File: src/rtl/pim_pkg.sv
// Shared definitions for the PIM MAC sequencer: opcodes, FSM states and
// default array geometry.
package pim_pkg;

    localparam int ROWS_DEF   = 32;
    localparam int PWIDTH_DEF = 32;
    localparam int ABITS_DEF  = 8;
    localparam int SUMW_DEF   = 11;

    typedef enum logic [2:0] {
        OP_READ      = 3'd0,
        OP_WRITE     = 3'd1,
        OP_LOAD_ACT  = 3'd2,
        OP_MAC       = 3'd3,
        OP_CLEAR_ACT = 3'd4,
        OP_ILL5      = 3'd5,
        OP_ILL6      = 3'd6,
        OP_ILL7      = 3'd7
    } opcode_e;

    typedef enum logic [2:0] {
        ST_IDLE,
        ST_WR,
        ST_RD_ISSUE,
        ST_RD_WAIT,
        ST_MAC_RUN,
        ST_MAC_DRAIN,
        ST_RESP
    } state_e;

endpackage

File: src/rtl/pim_act_buf.sv
// Activation buffer: ROWS entries of ABITS bits. Loaded four entries at a
// time from one 32-bit word, cleared in one cycle, and read out one bit-plane
// at a time as the word-line vector for the array.
module pim_act_buf
    import pim_pkg::*;
#(
    parameter int ROWS  = ROWS_DEF,
    parameter int ABITS = ABITS_DEF,
    parameter int PLW   = 3
) (
    input  logic            clk,
    input  logic            reset,
    input  logic            load_en,
    input  logic [2:0]      load_grp,
    input  logic [31:0]     load_data,
    input  logic            clr_en,
    input  logic [PLW-1:0]  plane_sel,
    output logic [ROWS-1:0] plane_vec
);

    logic [ABITS-1:0] act_q [ROWS];
    logic [ABITS-1:0] act_d [ROWS];

    // Next buffer contents: clear wins, otherwise the selected group of four
    // rows takes one byte each, low byte to the lowest row.
    always_comb begin
        for (int r = 0; r < ROWS; r++) begin
            act_d[r] = act_q[r];
            if (clr_en) begin
                act_d[r] = '0;
            end else if (load_en && ((r / 4) == int'(load_grp))) begin
                act_d[r] = ABITS'(load_data[8*(r%4) +: 8]);
            end
        end
    end

    // Buffer storage; reset empties it.
    always_ff @(posedge clk or negedge reset) begin
        if (!reset) begin
            for (int r = 0; r < ROWS; r++) act_q[r] <= '0;
        end else begin
            for (int r = 0; r < ROWS; r++) act_q[r] <= act_d[r];
        end
    end

    // Bit-plane extraction: word line j carries bit plane_sel of entry j.
    always_comb begin
        plane_vec = '0;
        for (int r = 0; r < ROWS; r++) plane_vec[r] = act_q[r][plane_sel];
    end

endmodule

File: src/rtl/pim_mac_seq.sv
// PIM MAC sequencer: accepts one CFU command at a time, drives the
// processing-in-memory array (read, write, bit-serial MAC) through registered
// strobes and returns a single response per command.
module pim_mac_seq
    import pim_pkg::*;
#(
    parameter int ROWS   = ROWS_DEF,
    parameter int PWIDTH = PWIDTH_DEF,
    parameter int ABITS  = ABITS_DEF,
    parameter int AWIDTH = 5,
    parameter int DWIDTH = 32,
    parameter int SUMW   = SUMW_DEF
) (
    input  logic              clk,
    input  logic              reset,
    input  logic              cmd_valid,
    output logic              cmd_ready,
    input  logic [9:0]        cmd_payload_function_id,
    input  logic [31:0]       cmd_payload_inputs_0,
    input  logic [31:0]       cmd_payload_inputs_1,
    output logic              rsp_valid,
    input  logic              rsp_ready,
    output logic              rsp_payload_response_ok,
    output logic [DWIDTH-1:0] rsp_payload_outputs_0,
    output logic              arr_we,
    output logic              arr_re,
    output logic [AWIDTH-1:0] arr_addr,
    output logic [PWIDTH-1:0] arr_wdata,
    input  logic [PWIDTH-1:0] arr_rdata,
    output logic              arr_mac_en,
    output logic [ROWS-1:0]   arr_rwl,
    input  logic [SUMW-1:0]   arr_adc_sum
);

    localparam int PLW = (ABITS > 1) ? $clog2(ABITS) : 1;

    state_e            state_q, state_d;
    logic              cmd_ready_q, cmd_ready_d;
    logic              rsp_valid_q, rsp_valid_d;
    logic              rsp_ok_q, rsp_ok_d;
    logic [DWIDTH-1:0] rsp_data_q, rsp_data_d;
    logic              arr_we_q, arr_we_d;
    logic              arr_re_q, arr_re_d;
    logic [AWIDTH-1:0] arr_addr_q, arr_addr_d;
    logic [PWIDTH-1:0] arr_wdata_q, arr_wdata_d;
    logic              arr_mac_en_q, arr_mac_en_d;
    logic [ROWS-1:0]   arr_rwl_q, arr_rwl_d;
    logic [DWIDTH-1:0] acc_q, acc_d;
    logic [PLW-1:0]    issue_p_q, issue_p_d;
    logic              ret_vld_q, ret_vld_d;
    logic [PLW-1:0]    ret_shift_q, ret_shift_d;

    opcode_e           opcode;
    logic              fire;
    logic              act_load, act_clr;
    logic [PLW-1:0]    plane_sel;
    logic [ROWS-1:0]   plane_vec;

    // Upper function-id bits and unused address bits carry no meaning here.
    logic unused_cmd_bits;
    assign unused_cmd_bits = ^{cmd_payload_function_id[9:3], cmd_payload_inputs_1};

    pim_act_buf #(
        .ROWS  (ROWS),
        .ABITS (ABITS),
        .PLW   (PLW)
    ) u_act_buf (
        .clk       (clk),
        .reset     (reset),
        .load_en   (act_load),
        .load_grp  (cmd_payload_inputs_1[2:0]),
        .load_data (cmd_payload_inputs_0),
        .clr_en    (act_clr),
        .plane_sel (plane_sel),
        .plane_vec (plane_vec)
    );

    // Plane to present next: plane 0 when a MAC starts, then the successor of
    // the plane currently on the word lines.
    always_comb begin
        plane_sel = '0;
        if (state_q == ST_MAC_RUN) plane_sel = issue_p_q + PLW'(1);
    end

    // Next-state, strobe, accumulator and response logic.
    always_comb begin
        state_d      = state_q;
        rsp_valid_d  = rsp_valid_q;
        rsp_ok_d     = rsp_ok_q;
        rsp_data_d   = rsp_data_q;
        arr_we_d     = 1'b0;
        arr_re_d     = 1'b0;
        arr_addr_d   = '0;
        arr_wdata_d  = '0;
        arr_mac_en_d = 1'b0;
        arr_rwl_d    = '0;
        acc_d        = acc_q;
        issue_p_d    = issue_p_q;
        ret_vld_d    = arr_mac_en_q;
        ret_shift_d  = issue_p_q;
        act_load     = 1'b0;
        act_clr      = 1'b0;
        opcode       = opcode_e'(cmd_payload_function_id[2:0]);
        fire         = cmd_valid && cmd_ready_q;

        // A sum arrives the cycle after its plane was issued; weight by plane.
        if (ret_vld_q) acc_d = acc_q + (DWIDTH'(arr_adc_sum) << ret_shift_q);

        case (state_q)
            ST_IDLE: begin
                if (fire) begin
                    case (opcode)
                        OP_WRITE: begin
                            state_d     = ST_WR;
                            arr_we_d    = 1'b1;
                            arr_addr_d  = cmd_payload_inputs_1[AWIDTH-1:0];
                            arr_wdata_d = PWIDTH'(cmd_payload_inputs_0);
                        end
                        OP_READ: begin
                            state_d    = ST_RD_ISSUE;
                            arr_re_d   = 1'b1;
                            arr_addr_d = cmd_payload_inputs_1[AWIDTH-1:0];
                        end
                        OP_LOAD_ACT, OP_CLEAR_ACT: begin
                            act_load    = (opcode == OP_LOAD_ACT);
                            act_clr     = (opcode == OP_CLEAR_ACT);
                            state_d     = ST_RESP;
                            rsp_valid_d = 1'b1;
                            rsp_ok_d    = 1'b1;
                            rsp_data_d  = '0;
                        end
                        OP_MAC: begin
                            state_d      = ST_MAC_RUN;
                            acc_d        = '0;
                            issue_p_d    = '0;
                            arr_mac_en_d = 1'b1;
                            arr_rwl_d    = plane_vec;
                        end
                        default: begin
                            state_d     = ST_RESP;
                            rsp_valid_d = 1'b1;
                            rsp_ok_d    = 1'b0;
                            rsp_data_d  = '0;
                        end
                    endcase
                end
            end
            ST_WR: begin
                state_d     = ST_RESP;
                rsp_valid_d = 1'b1;
                rsp_ok_d    = 1'b1;
                rsp_data_d  = DWIDTH'(arr_wdata_q);
            end
            ST_RD_ISSUE: begin
                state_d = ST_RD_WAIT;
            end
            ST_RD_WAIT: begin
                state_d     = ST_RESP;
                rsp_valid_d = 1'b1;
                rsp_ok_d    = 1'b1;
                rsp_data_d  = DWIDTH'(arr_rdata);
            end
            ST_MAC_RUN: begin
                if (issue_p_q == PLW'(ABITS - 1)) begin
                    state_d = ST_MAC_DRAIN;
                end else begin
                    issue_p_d    = issue_p_q + PLW'(1);
                    arr_mac_en_d = 1'b1;
                    arr_rwl_d    = plane_vec;
                end
            end
            ST_MAC_DRAIN: begin
                // Last plane's sum is folded in this cycle, so report acc_d.
                state_d     = ST_RESP;
                rsp_valid_d = 1'b1;
                rsp_ok_d    = 1'b1;
                rsp_data_d  = acc_d;
            end
            ST_RESP: begin
                if (rsp_ready) begin
                    state_d     = ST_IDLE;
                    rsp_valid_d = 1'b0;
                    rsp_ok_d    = 1'b0;
                    rsp_data_d  = '0;
                end
            end
            default: begin
                state_d = ST_IDLE;
            end
        endcase

        // Registered so that rsp_ready never reaches cmd_ready combinationally.
        cmd_ready_d = (state_d == ST_IDLE);
    end

    // State and output registers; reset aborts everything and zeroes outputs.
    always_ff @(posedge clk or negedge reset) begin
        if (!reset) begin
            state_q      <= ST_IDLE;
            cmd_ready_q  <= 1'b0;
            rsp_valid_q  <= 1'b0;
            rsp_ok_q     <= 1'b0;
            rsp_data_q   <= '0;
            arr_we_q     <= 1'b0;
            arr_re_q     <= 1'b0;
            arr_addr_q   <= '0;
            arr_wdata_q  <= '0;
            arr_mac_en_q <= 1'b0;
            arr_rwl_q    <= '0;
            acc_q        <= '0;
            issue_p_q    <= '0;
            ret_vld_q    <= 1'b0;
            ret_shift_q  <= '0;
        end else begin
            state_q      <= state_d;
            cmd_ready_q  <= cmd_ready_d;
            rsp_valid_q  <= rsp_valid_d;
            rsp_ok_q     <= rsp_ok_d;
            rsp_data_q   <= rsp_data_d;
            arr_we_q     <= arr_we_d;
            arr_re_q     <= arr_re_d;
            arr_addr_q   <= arr_addr_d;
            arr_wdata_q  <= arr_wdata_d;
            arr_mac_en_q <= arr_mac_en_d;
            arr_rwl_q    <= arr_rwl_d;
            acc_q        <= acc_d;
            issue_p_q    <= issue_p_d;
            ret_vld_q    <= ret_vld_d;
            ret_shift_q  <= ret_shift_d;
        end
    end

    assign cmd_ready               = cmd_ready_q;
    assign rsp_valid               = rsp_valid_q;
    assign rsp_payload_response_ok = rsp_ok_q;
    assign rsp_payload_outputs_0   = rsp_data_q;
    assign arr_we                  = arr_we_q;
    assign arr_re                  = arr_re_q;
    assign arr_addr                = arr_addr_q;
    assign arr_wdata               = arr_wdata_q;
    assign arr_mac_en              = arr_mac_en_q;
    assign arr_rwl                 = arr_rwl_q;

endmodule

File: config.mk
export PLATFORM = sky130hd
export DESIGN_NAME = pim_mac_seq
export DESIGN_NICKNAME = d
export VERILOG_FILES = /design/src/rtl/pim_pkg.sv /design/src/rtl/pim_act_buf.sv /design/src/rtl/pim_mac_seq.sv
export SDC_FILE = /design/constraint.sdc
export NUM_CORES = 1
export LEC_CHECK = 0
export CORE_MARGIN = 5
export CORE_UTILIZATION = 30
export DETAILED_ROUTE_END_ITERATION = 6
export SLEW_MARGIN = 20
export SYNTH_ARGS = -nofsm -noshare
export SYNTH_HDL_FRONTEND = slang
export SYNTH_SLANG_ARGS = --single-unit
File: constraint.sdc
create_clock -name clk -period 4.2 [get_ports clk]
set_input_delay 0.42 -clock clk [delete_from_list [all_inputs] [get_ports clk]]
set_output_delay 0.42 -clock clk [all_outputs]
set_load 0.02 [all_outputs]
==> metrics.md, run 1 <==
| Metric | Value |
|---|---|
| Area of the core | roughly 0.067 mm² |
| Clock Sinks | between 400 and 500 |
| Residual DRC | 0 |
| Register area | just over 0.01 mm² |
| Largest net degree at the start of global routing | 149 |
| Setup crit end kind | flip-flop |
| Status | complete, no violations |
| CP Launch Type | flip-flop |
| Leakage power | roughly 10 nW |
| GRT Total Usage | 0.191 |
| Setup Skew | 0.0348 ns |
| Via-per-instance ratio | 5.39 |
| Yosys reg bits | 405 |
| Top-area cell type share of the netlist area | 0.504 |
| Synth Flop Type | dfrtp_1 |
| Peak Freq | 263 MHz |
| Max-cap viol count | 0 |
| Setup TNS Final | 0 ns |
| GP Congestion | approximately 0.86 |
| Post-route minimum period | 3.80 ns |
| Maximum fanout along the worst path | 11 |
| Port Buffers | 193 |
| Chip Width | roughly 270 µm |
| Final Cycle Share | 0.905 |
| Critical path's largest stage delay | around 0.6 ns |
| Fin. max-slew vios | 0 |
| Overflow after GRT | 0 |
| Fillers | ~6700 |
| Area Growth Syn to Fin | 21.0% |
| Die Y | about 270 µm |
| Vias in the first global route | ~17000 |
| Synth unique cells | just over 60 |
| CTS tree | done |
| Post-Syn Area | between 0.02 and 0.025 mm² |
| RSZ-0062 raised after global routing | no |
| Crit-path slowest cell | dfrtp_1 |
| Layout cells sized above 1 | 0.0776 |
| Post-DP HPWL | 45.0 mm |
| Synth cell count leaders | nand2_1, dfrtp_1, a21oi_1 |
| Drt pass-1 iters | 6 |
| Top-count cell post-synth | nand2_1 |
| Area of the multi-input gates | around 0.0090 mm² |
| CTS buffer count | 46 |
| EDFF count, synth | 0 |
| Number of DRC markers in iteration 0 | 1892 |
| Final setup viols | 0 |
| H-tree depth | 2 |
| Final nets | roughly 2500 |
| Total number of vias | between 15000 and 20000 |
| Place WS | roughly 0.34 ns |
| Synth top area cells | dfrtp_1, nand2_1, a21oi_1 |
| Asr flop ratio synth | 1.00 |
| Power per cell area | about 660 mW/mm² |
| Initial Util | 0.301 |
| Clock Root Buffer | clkbuf_16 |
| CP cell instances | buf_4, mux2_2, o21ai_0, mux2i_1, ha_1, a21oi_1, o221ai_1, a21oi_1, o21ai_0, buf_4, nand2_1, xor2_1, o21ai_0 |
| Clk Latency, worst-skew pair | around 0.6 ns |
| Req. time, crit path | about 4.6 ns |
| Final worst slack | roughly 0.4 ns |
| Min-Delay Path Class | primary input to flip-flop |
| Setup bufs post-CTS | 0 |
| WP data arrival | between 4 and 5 ns |
| Full die area | about 0.072 mm² |
| Crit Path Class | flip-flop to flip-flop |
| Yosys Warn Count | 0 |
| VDD IR max | 0.667 mV |
| Sequential share of the synthesized area | 0.504 |
| Actual slew at the worst max-slew pin | 1.16 ns |
| CP dominant cell by count | o21ai_0 |
| Routed wire length per instance | approximately 21 µm |
| Deepest clock path buffer count | 3 |
| Worst slew margin | 0.224 |
| Final wirelength | just over 70 mm |
| Clk slew on worst S/H paths | around 0.06 ns |
| Initial antenna violation count | 1 |
| First-pass GRT wire length | 107 mm |
| Avg Inst Size Synth | 8.64 µm² |
| Antenna cells | 0 |
| # rows | 95 |
| I/O pin total | ~230 |
| Antenna viol nets, final | 0 |
| Synth area leader | dfrtp_1 |
| Syn_nets | 2469 |
| Syn Inst Count | approximately 2300 |
| Final hold violation count | 0 |
[layout by cell type, fill, tap and decap left out, drive strengths merged, types with 32 or more instances in the layout]
cell and instances:
o221ai 32, mux2 39, inv 42, and3 38, a211oi 36, nor2 62, mux2i 48, clkbuf 70
nand2 650, dfrtp 405, clkdlybuf4s50 192, o21ai 103, nand3 45, nor3 47, a21oi 361, buf 49
[final timing paths]
check	start	to	slack (ns)	cells past startpoint
worst max-delay path	ret_shift_q[1]	rsp_payload_outputs_0[20]	0.40	13
worst min-delay path	cmd_payload_inputs_1[4]	arr_addr[4]	0.41	2
worst max register to register	ret_shift_q[1]	rsp_payload_outputs_0[20]	0.40	13
max in group asynchronous	reset	u_act_buf.act_q[68]	2.63	3
min in group asynchronous	reset	u_act_buf.act_q[209]	0.48	2
worst min register to register	issue_p_q[2]	ret_shift_q[2]	0.43	0
[state kept, by name, indices dropped and copies added (netlist names)]
name / cells
arr_rwl: 32
state_q: 3
cmd_ready: 1
arr_we: 1
acc_q: 32
rsp_payload_outputs_0: 32
rsp_payload_response_ok: 1
rsp_valid: 1
ret_shift_q: 3
arr_re: 1
issue_p_q: 3
arr_wdata: 32
arr_mac_en: 1
ret_vld_q: 1
arr_addr: 5
u_act_buf.act_q: 256
[area by class of cell]
| class | instances | share of cell area |
|---|---|---|
| timing repair buffer | 242 | 0.0980 |
| sequential | 405 | 0.417 |
| inverter | 42 | 0.00648 |
| tap | 873 | 0.0449 |
| multi-input combinational | 1665 | 0.370 |
| clock buffer | 70 | 0.0568 |
| clock inverter | 13 | 0.00710 |
[logic make-up after synthesis]
kind of cell / Yosys count / synth area share
multiplexers: 87 / 0.0457
flip-flops: 405 / 0.504
adder cells (fa/ha/maj): 21 / 0.0134
buffers and inverters: 257 / 0.0528
XOR/XNOR: 25 / 0.0109
AND/OR/NAND/NOR: 915 / 0.195
AO/OA/AOI/OAI: 617 / 0.178
[metal layers]
metal  part of all wire  routed length (µm)  vias up  GRT usage
met5                  0                   0        -          0
met4              0.033                2320        0     0.0611
met3              0.082                5830      126     0.0360
met2               0.46               32500      746      0.301
met1               0.43               30500     8854      0.267
li1                   -                   -     8102          -
[report_power, final]
| part | switching [W] | internal (W) | total (W) |
|---|---|---|---|
| registers | 0.000327 | 0.00433 | 0.00466 |
| clock network | 0.00172 | 0.00240 | 0.00412 |
| logic | 0.00490 | 0.00245 | 0.00735 |
| total | 0.00694 | 0.00919 | 0.0161 |
[worst max-delay path: cells and delay by family (launching register included)]
| family | cells | cell delay, ns |
|---|---|---|
| buffers and inverters | 2 | 0.42 |
| adders and majority gates | 1 | 0.39 |
| DFF | 1 | 0.60 |
| muxes | 2 | 0.48 |
| and+or+nand+nor | 1 | 0.08 |
| AOI/OAI and AO/OA | 6 | 1.42 |
| xor gates and xnor gates | 1 | 0.26 |
[per-stage QoR]
| stage | hold WS [ns] | utilization | std cells | total power (W) | cell area (µm²) |
|---|---|---|---|---|---|
| global route | 0.384 | 0.364 | 3310 | 0.0170 | 24300 |
| floorplan | 0.124 | - | 2327 | 0.00917 | 20100 |
| CTS | 0.362 | 0.364 | 3310 | 0.0162 | 24300 |
| global placement | 0.416 | 0.341 | 3226 | 0.0120 | 22800 |
| finish | 0.411 | 0.364 | 3310 | 0.0161 | 24300 |
| detailed placement | 0.418 | 0.341 | 3226 | 0.0120 | 22800 |
[repair_timing]
item / in CTS / in global routing
hold buffers: 1 / 0
endpoints found under the setup margin: 0 / 0
resized for setup: 0 / 0
endpoints found under the hold margin: 85 / 0
Power figures use the tool's default switching activity.
==> run 2: changes to the inputs <==
MAX_ROUTING_LAYER = met4   (was not set)
==> run 2 against run 1 <==
Critical path depth stayed put. Design area up 0.74%. The flow now finishes with violations (design-rule violations). Highest routed layer unchanged. Routed wire length hardly changed. Sequential share of layout area fell by 0.30 points. Clock skew is 0.021 ns higher.
==> metrics.md, run 2 (same netlist as run 1, synthesis figures left out) <==
| Metric | Value |
|---|---|
| Max-cap viol count | 0 (unchanged) |
| Register area | 0.0101 mm² (unchanged) |
| Routed wire length per instance | 21.5 µm (-0.11%) |
| Residual DRC | 1 (+1) |
| WP data arrival | 4.35 ns (+0.11 ns) |
| CP dominant cell by count | o21ai_0 |
| CP cell instances | buf_4, mux2_2, o21ai_0, mux2i_1, ha_1, a21oi_1, o221ai_1, a21oi_1, o21ai_0, buf_4, nand3_1, xor2_1, o21ai_0 |
| Clock Root Buffer | clkbuf_16 |
| Sw frac | 0.425 (-0.00502) |
| Final Cycle Share | 0.928 (+0.0231) |
| Drt pass-1 iters | 7 (+1) |
| Setup Skew | 0.0555 ns (+0.0208 ns) |
| Setup TNS Final | 0 ns (unchanged) |
| RSZ-0062 raised after global routing | no |
| Vias in the first global route | 17300 (-0.075%) |
| Die Y | 269 µm (unchanged) |
| Peak Freq | 257 MHz (-2.5%) |
| GRT Total Usage | 0.198 (+0.00735) |
| CP Launch Type | flip-flop |
| Most frequent cells in the layout | nand2_1, dfrtp_1, a21oi_1, clkdlybuf4s50_1, o21ai_0 |
| CTS buffer count | 46 (unchanged) |
| Worst slew margin | 0.281 (+0.0573) |
| Total number of vias | 17900 (+0.28%) |
| Area of the core | 0.0668 mm² (unchanged) |
| Initial Util | 0.301 (unchanged) |
| Min-Delay Path Class | primary input to flip-flop |
| Via-per-instance ratio | 5.39 (+0.16%) |
| Post-route minimum period | 3.90 ns (+0.0971 ns) |
| Status | complete, but fails checks |
| Pwr Total | 0.0164 W (+2.0%) |
| Setup bufs post-CTS | 0 (unchanged) |
| Maximum fanout along the worst path | 12 (+1) |
| CTS tree | done |
| Final wirelength | 71.1 mm (about the same) |
| Final hold violation count | 0 (unchanged) |
| Seq pwr share | 0.282 (-0.007) |
| Clock Sinks | 405 (unchanged) |
| CP bufs+invs | 2 (unchanged) |
| P_int | 0.00945 W (+2.9%) |
| Actual slew at the worst max-slew pin | 1.08 ns (-0.0859 ns) |
| Port Buffers | 193 (unchanged) |
| Power per cell area | 671 mW/mm² (+1.2%) |
| Reg with most FFs | u_act_buf.act_q |
| P_sw | 0.00700 W (+0.79%) |
| Fillers | 6747 (+0.19%) |
| GP Congestion | 0.863 (-0.20%) |
| Full die area | 0.0723 mm² (unchanged) |
| # rows | 95 (unchanged) |
| Setup crit end kind | flip-flop |
| Fin. max-slew vios | 0 (unchanged) |
| Fin util | 0.367 (+0.00268) |
| Overflow after GRT | 0 (unchanged) |
| Clk Latency, worst-skew pair | 0.62 ns (+0.02 ns) |
| Power share of the clock group | 0.266 (+0.010) |
| Req. time, crit path | 4.65 ns (about the same) |
| H-tree depth | 2 (unchanged) |
| Most common cell after layout, fill and taps aside | nand2_1 |
| Clk slew on worst S/H paths | 0.06 ns (about the same) |
| Failing checks | design-rule violations |
| Area of the multi-input gates | 0.00900 mm² (about the same) |
| I/O pin total | 228 (unchanged) |
| Post-DP HPWL | 44.9 mm (-0.21%) |
| Leakage power | 10.3 nW (+0.87%) |
| Number of DRC markers in iteration 0 | 1991 (+5.2%) |
| VDD IR max | 0.520 mV (-22%) |
| Largest delay share family, worst path | compound AO/OA/AOI/OAI gates |
| Combinational power share | 0.452 (-0.004) |
| First-pass GRT wire length | 108 mm (+1.0%) |
| Crit-path slowest cell | dfrtp_1 |
| Final nets | 2545 (+0.039%) |
| Area Growth Syn to Fin | 21.9% |
| Final setup viols | 0 (unchanged) |
| Largest register FFs | 256 (unchanged) |
| Critical path's largest stage delay | 0.63 ns (+0.03 ns) |
| Deepest clock path buffer count | 3 (unchanged) |
| Largest net degree at the start of global routing | 112 (-25%) |
| Chip Width | 269 µm (unchanged) |
| Layout cells sized above 1 | 0.0816 (+0.00400) |
| Initial antenna violation count | 1 (unchanged) |
| Antenna viol nets, final | 0 (unchanged) |
| Crit Path Class | flip-flop to flip-flop |
## run 2: cell types whose count changed in the layout (fill, tap and decap cells not counted), sizes merged
cell and delta:
diode +1, inv +2, buf +1, clkinv +3, bufinv +4, clkbuf -7
## run 2: layout make-up
cell class	count	area share
flip-flops and latches	405	0.414
inverters	42	0.00644
multi-input cells	1665	0.367
diodes	1	0.000102
repair buffers	243	0.100
well taps	873	0.0446
clock buffers	63	0.0541
clock inverters	22	0.0134
## run 2: layer usage
layer | part of all wire | routed length (µm) | vias to the layer above | GRT usage
met5 | 0 | 0 | - | -
met1 | 0.43 | 30700 | 8877 | 0.274
met3 | 0.080 | 5710 | 154 | 0.0324
met2 | 0.44 | 31600 | 757 | 0.292
li1 | - | - | 8090 | -
met4 | 0.044 | 3150 | 0 | 0.0800
## run 2: power by group through the flow
| stage | registers [W] | clock network, W | logic, W |
|---|---|---|---|
| after detailed placement | 0.00471 | 0 | 0.00739 |
| final | 0.00465 | 0.00437 | 0.00743 |
| after global routing | 0.00469 | 0.00463 | 0.00803 |
| after global placement | 0.00470 | 0 | 0.00733 |
| after CTS | 0.00465 | 0.00447 | 0.00741 |
| after floorplan | 0.00480 | 0 | 0.00437 |
## run 2: worst reg2reg max path: cells and delay by family, from the launching register on
kind                       cells  cell delay (ns)
adders and majority gates      1             0.38
AOI/OAI and AO/OA              6             1.50
xor gates and xnor gates       1             0.25
muxes                          2             0.47
buffers and inverters          2             0.43
DFF                            1             0.63
and+or+nand+nor                1             0.10
## run 2: path summary, 6_finish.rpt
kind                                              to  slack [ns]  depth (start not counted)                    start
min in group asynchronous                arr_rwl[13]        0.47                          2                    reset
max in group asynchronous         u_act_buf.act_q[2]        2.66                          3                    reset
hold / removal                           arr_addr[4]        0.42                          2  cmd_payload_inputs_1[4]
setup / recovery           rsp_payload_outputs_0[28]        0.30                         13           ret_shift_q[1]
setup reg to reg           rsp_payload_outputs_0[28]        0.30                         13           ret_shift_q[1]
hold reg to reg                       ret_shift_q[2]        0.42                          0             issue_p_q[2]
## run 2: repair_timing
action | in CTS | in global routing
resized for setup | 0 | 1
setup endpoints to repair | 0 | 1
hold buffers | 1 | 0
endpoints found under the hold margin | 88 | 0
## run 2: per-stage QoR
stage          instances  area (µm²)  setup WS (ns)  hold WS (ns)
2_1_floorplan       2327       20100          0.915         0.124
3_3_place_gp        3227       22800          0.292         0.414
3_5_place_dp        3227       22800          0.252         0.414
4_1_cts             3313       24500          0.338         0.390
5_1_grt             3313       24500         0.0839         0.409
6_report            3314       24500          0.303         0.415
==> run 3: changes to the inputs <==
CORE_UTILIZATION = 45   (was 30)
PLACE_DENSITY = 0.66   (was not set)
SYNTH_HIERARCHICAL = 1   (was not set)
clock period = 4.9 ns   (was 4.2 ns; I/O delays follow)
==> run 3 against run 2 <==
The run now ends clean. Critical path type unchanged. Die area is 32% lower. Synthesized area rose by 1.0%. Fmax rose by 1.9%. Clock power decreased by 21%. Routed wire length shrank 12%. Sequential share of layout area grew 1.1 points. Critical path depth is 2 lower. First-iteration DRC count shrank 8.4%. Worst setup slack improved by 0.77 ns.
==> metrics.md, run 3 <==
| Metric | Value |
|---|---|
| Port Buffers | 193 (unchanged) |
| Req. time, crit path | 5.34 ns (+0.69 ns) |
| Initial antenna violation count | 5 (+4) |
| CP dominant cell by count | o21ai_1 |
| Leakage power | 10.4 nW (+0.88%) |
| Top-count cell post-synth | nand2_1 |
| Avg Inst Size Synth | 9.78 µm² (+13%) |
| Critical path's largest stage delay | 0.77 ns (+0.14 ns) |
| H-tree depth | 2 (unchanged) |
| Worst hold margin | 0.381 ns (-0.0340 ns) |
| Most frequent cells in the layout | nand2_1, dfrtp_1, a21oi_1, clkdlybuf4s50_1, nor2_1 |
| FF-to-FF setup slack | 1.08 ns (+0.77 ns) |
| Final hold violation count | 0 (unchanged) |
| Setup bufs post-CTS | 0 (unchanged) |
| Synth cell count leaders | nand2_1, dfrtp_1, a21oi_1 |
| Most common cell after layout, fill and taps aside | nand2_1 |
| Total number of vias | 16300 (-8.6%) |
| GP Congestion | 0.899 (+4.2%) |
| WP data arrival | 4.26 ns (-0.09 ns) |
| I/O pin total | 228 (unchanged) |
| Antenna viol nets, final | 0 (unchanged) |
| Final setup viols | 0 (unchanged) |
| R2r worst-path depth | 11 (-2) |
| Vias in the first global route | 16100 (-7.2%) |
| Residual DRC | 0 (-1) |
| Via-per-instance ratio | 5.87 (+8.7%) |
| Worst setup startpoint | ret_shift_q[1] |
| Final Cycle Share | 0.780 (-0.148) |
| Deepest clock path buffer count | 3 (unchanged) |
| Synth unique cells | 80 (+29%) |
| Synth top area cells | dfrtp_1, nand2_1, a21oi_1 |
| Clock Sinks | 405 (unchanged) |
| Area of the core | 0.0444 mm² (-34%) |
| Post-Syn Area | 0.0203 mm² (+1.0%) |
| Post-route minimum period | 3.82 ns (-0.0734 ns) |
| Largest register FFs | 256 (unchanged) |
| CTS buffer count | 44 (-4.3%) |
| Hold_sp | arr_mac_en |
| Chip Width | 222 µm (-17%) |
| Maximum fanout along the worst path | 16 (+4) |
| Actual slew at the worst max-slew pin | 1.08 ns (-0.00248 ns) |
| Status | complete, no violations |
| # hold bufs at CTS | 1 (unchanged) |
| EDFF count, synth | 0 (unchanged) |
| VDD IR max | 0.293 mV (-44%) |
| Pwr Total | 0.0109 W (-34%) |
| Min-Delay Path Class | flip-flop to flip-flop |
| Die Y | 222 µm (-17%) |
| First-pass GRT wire length | 97.0 mm (-9.9%) |
| Area Growth Syn to Fin | 17.4% |
| Yosys Warn Count | 6 (+6) |
| Reg2reg start | ret_shift_q[1] |
| Final nets | 2299 (-9.7%) |
| Yosys reg bits | 405 (unchanged) |
| Crit-path slowest cell | dfrtp_1 |
| CP Launch Type | flip-flop |
| Setup Skew | 0.0148 ns (-0.0407 ns) |
| Crit Reg-Reg Endpoint | rsp_payload_outputs_0[26] |
| Syn Inst Count | 2077 (-11%) |
| Peak Freq | 262 MHz (+1.9%) |
| Crit path to | rsp_payload_outputs_0[26] |
| RSZ-0062 raised after global routing | no |
| Synth Flop Type | dfrtp_1 |
| Fillers | 3878 (-43%) |
| Reg with most FFs | u_act_buf/act_q |
| Max-cap viol count | 0 (unchanged) |
| Layout cells sized above 1 | 0.0926 (+0.0111) |
| Largest net degree at the start of global routing | 257 (+130%) |
| Power per cell area | 457 mW/mm² (-32%) |
| Final worst slack | 1.08 ns (+0.773 ns) |
| Drt pass-1 iters | 6 (-1) |
| Setup TNS Final | 0 ns (unchanged) |
| Post-DP HPWL | 40.9 mm (-9.1%) |
| GRT Total Usage | 0.256 (+0.0577) |
| Syn_nets | 2219 (-10%) |
| Fin util | 0.537 (+0.170) |
| Number of DRC markers in iteration 0 | 1823 (-8.4%) |
| CTS tree | done |
| Clock Root Buffer | clkbuf_16 |
| Top-area cell type share of the netlist area | 0.499 (-0.00500) |
| Overflow after GRT | 0 (unchanged) |
| Setup crit end kind | flip-flop |
| Synth area leader | dfrtp_1 |
| Full die area | 0.0495 mm² (-32%) |
| Crit Path Class | flip-flop to flip-flop |
| Initial Util | 0.457 (+0.156) |
| Final wirelength | 62.9 mm (-12%) |
| Post-CTS Resized | 0 (unchanged) |
| CP cell instances | mux2_2, o21ai_0, mux2i_1, ha_1, a21oi_1, nand2_1, a221oi_2, a21boi_2, o21ai_1, xnor2_1, o21ai_1 |
| Clk Latency, worst-skew pair | 0.57 ns (-0.05 ns) |
| Place WS | 1.12 ns (+0.864 ns) |
| Worst slew margin | 0.283 (+0.00165) |
| Sequential share of the synthesized area | 0.499 (-0.00500) |
| Routed wire length per instance | 22.6 µm (+5.1%) |
| # rows | 77 (-19%) |
| Fin. max-slew vios | 0 (unchanged) |
| Clk slew on worst S/H paths | 0.06 ns (about the same) |
| Asr flop ratio synth | 1.00 (unchanged) |
==> run 3: metal layers <==
layer / track usage / wire length, µm
met1: 0.350 / 27000
met2: 0.389 / 29100
met3: 0.0483 / 4740
met4: 0.0858 / 2010
met5: - / 0
==> run 3: through the flow <==
step	instances	cell area (µm²)
final	2785	23800
after global routing	2785	23800
after CTS	2783	23800
after detailed placement	2701	22300
after global placement	2701	22300
after floorplan	2077	20300
==> run 3: worst max-delay path, delay by kind of cell (launching register included) <==
family / cells / cell delay [ns]
multiplexers: 2 / 0.56
XOR/XNOR: 1 / 0.39
AO/OA/AOI/OAI: 6 / 1.44
adder cells (fa/ha/maj): 1 / 0.39
AND/OR/NAND/NOR: 1 / 0.12
flip-flops: 1 / 0.77
==> run 3: worst min-delay path by stage <==
stage,endpoint,slack [ns],cells past startpoint
detailed placement,ret_vld_q,0.37,0
finish,ret_vld_q,0.38,0
global route,ret_vld_q,0.39,0
CTS,ret_vld_q,0.38,0
floorplan,acc_q[0],0.19,0
global placement,ret_vld_q,0.36,0
==> run 3: kinds of logic after synthesis <==
kind of cell | Yosys count | synth area share
multiplexers | 127 | 0.112
XOR/XNOR | 23 | 0.00992
flip-flops | 405 | 0.499
buffers and inverters | 210 | 0.0537
adder cells (fa/ha/maj) | 22 | 0.0138
AND/OR/NAND/NOR | 829 | 0.180
AO/OA/AOI/OAI | 461 | 0.132
==> run 3: cell type report <==
cell class	count	area, µm²	area share
Multi-Input combinational cell	1462	9110	0.382
Clock inverter	13	176	0.00740
Tap cell	592	741	0.0311
Timing Repair Buffer	225	2250	0.0944
Inverter	19	71.3	0.00299
Clock buffer	68	1340	0.0564
Antenna cell	1	2.50	0.000105
Sequential cell	405	10100	0.425
==> run 3: power breakdown <==
group / internal (W) / switching (W) / total, W
sequential: 0.00370 / 0.000317 / 0.00402
combinational: 0.00135 / 0.00205 / 0.00340
clock: 0.00210 / 0.00137 / 0.00347
total: 0.00715 / 0.00374 / 0.0109
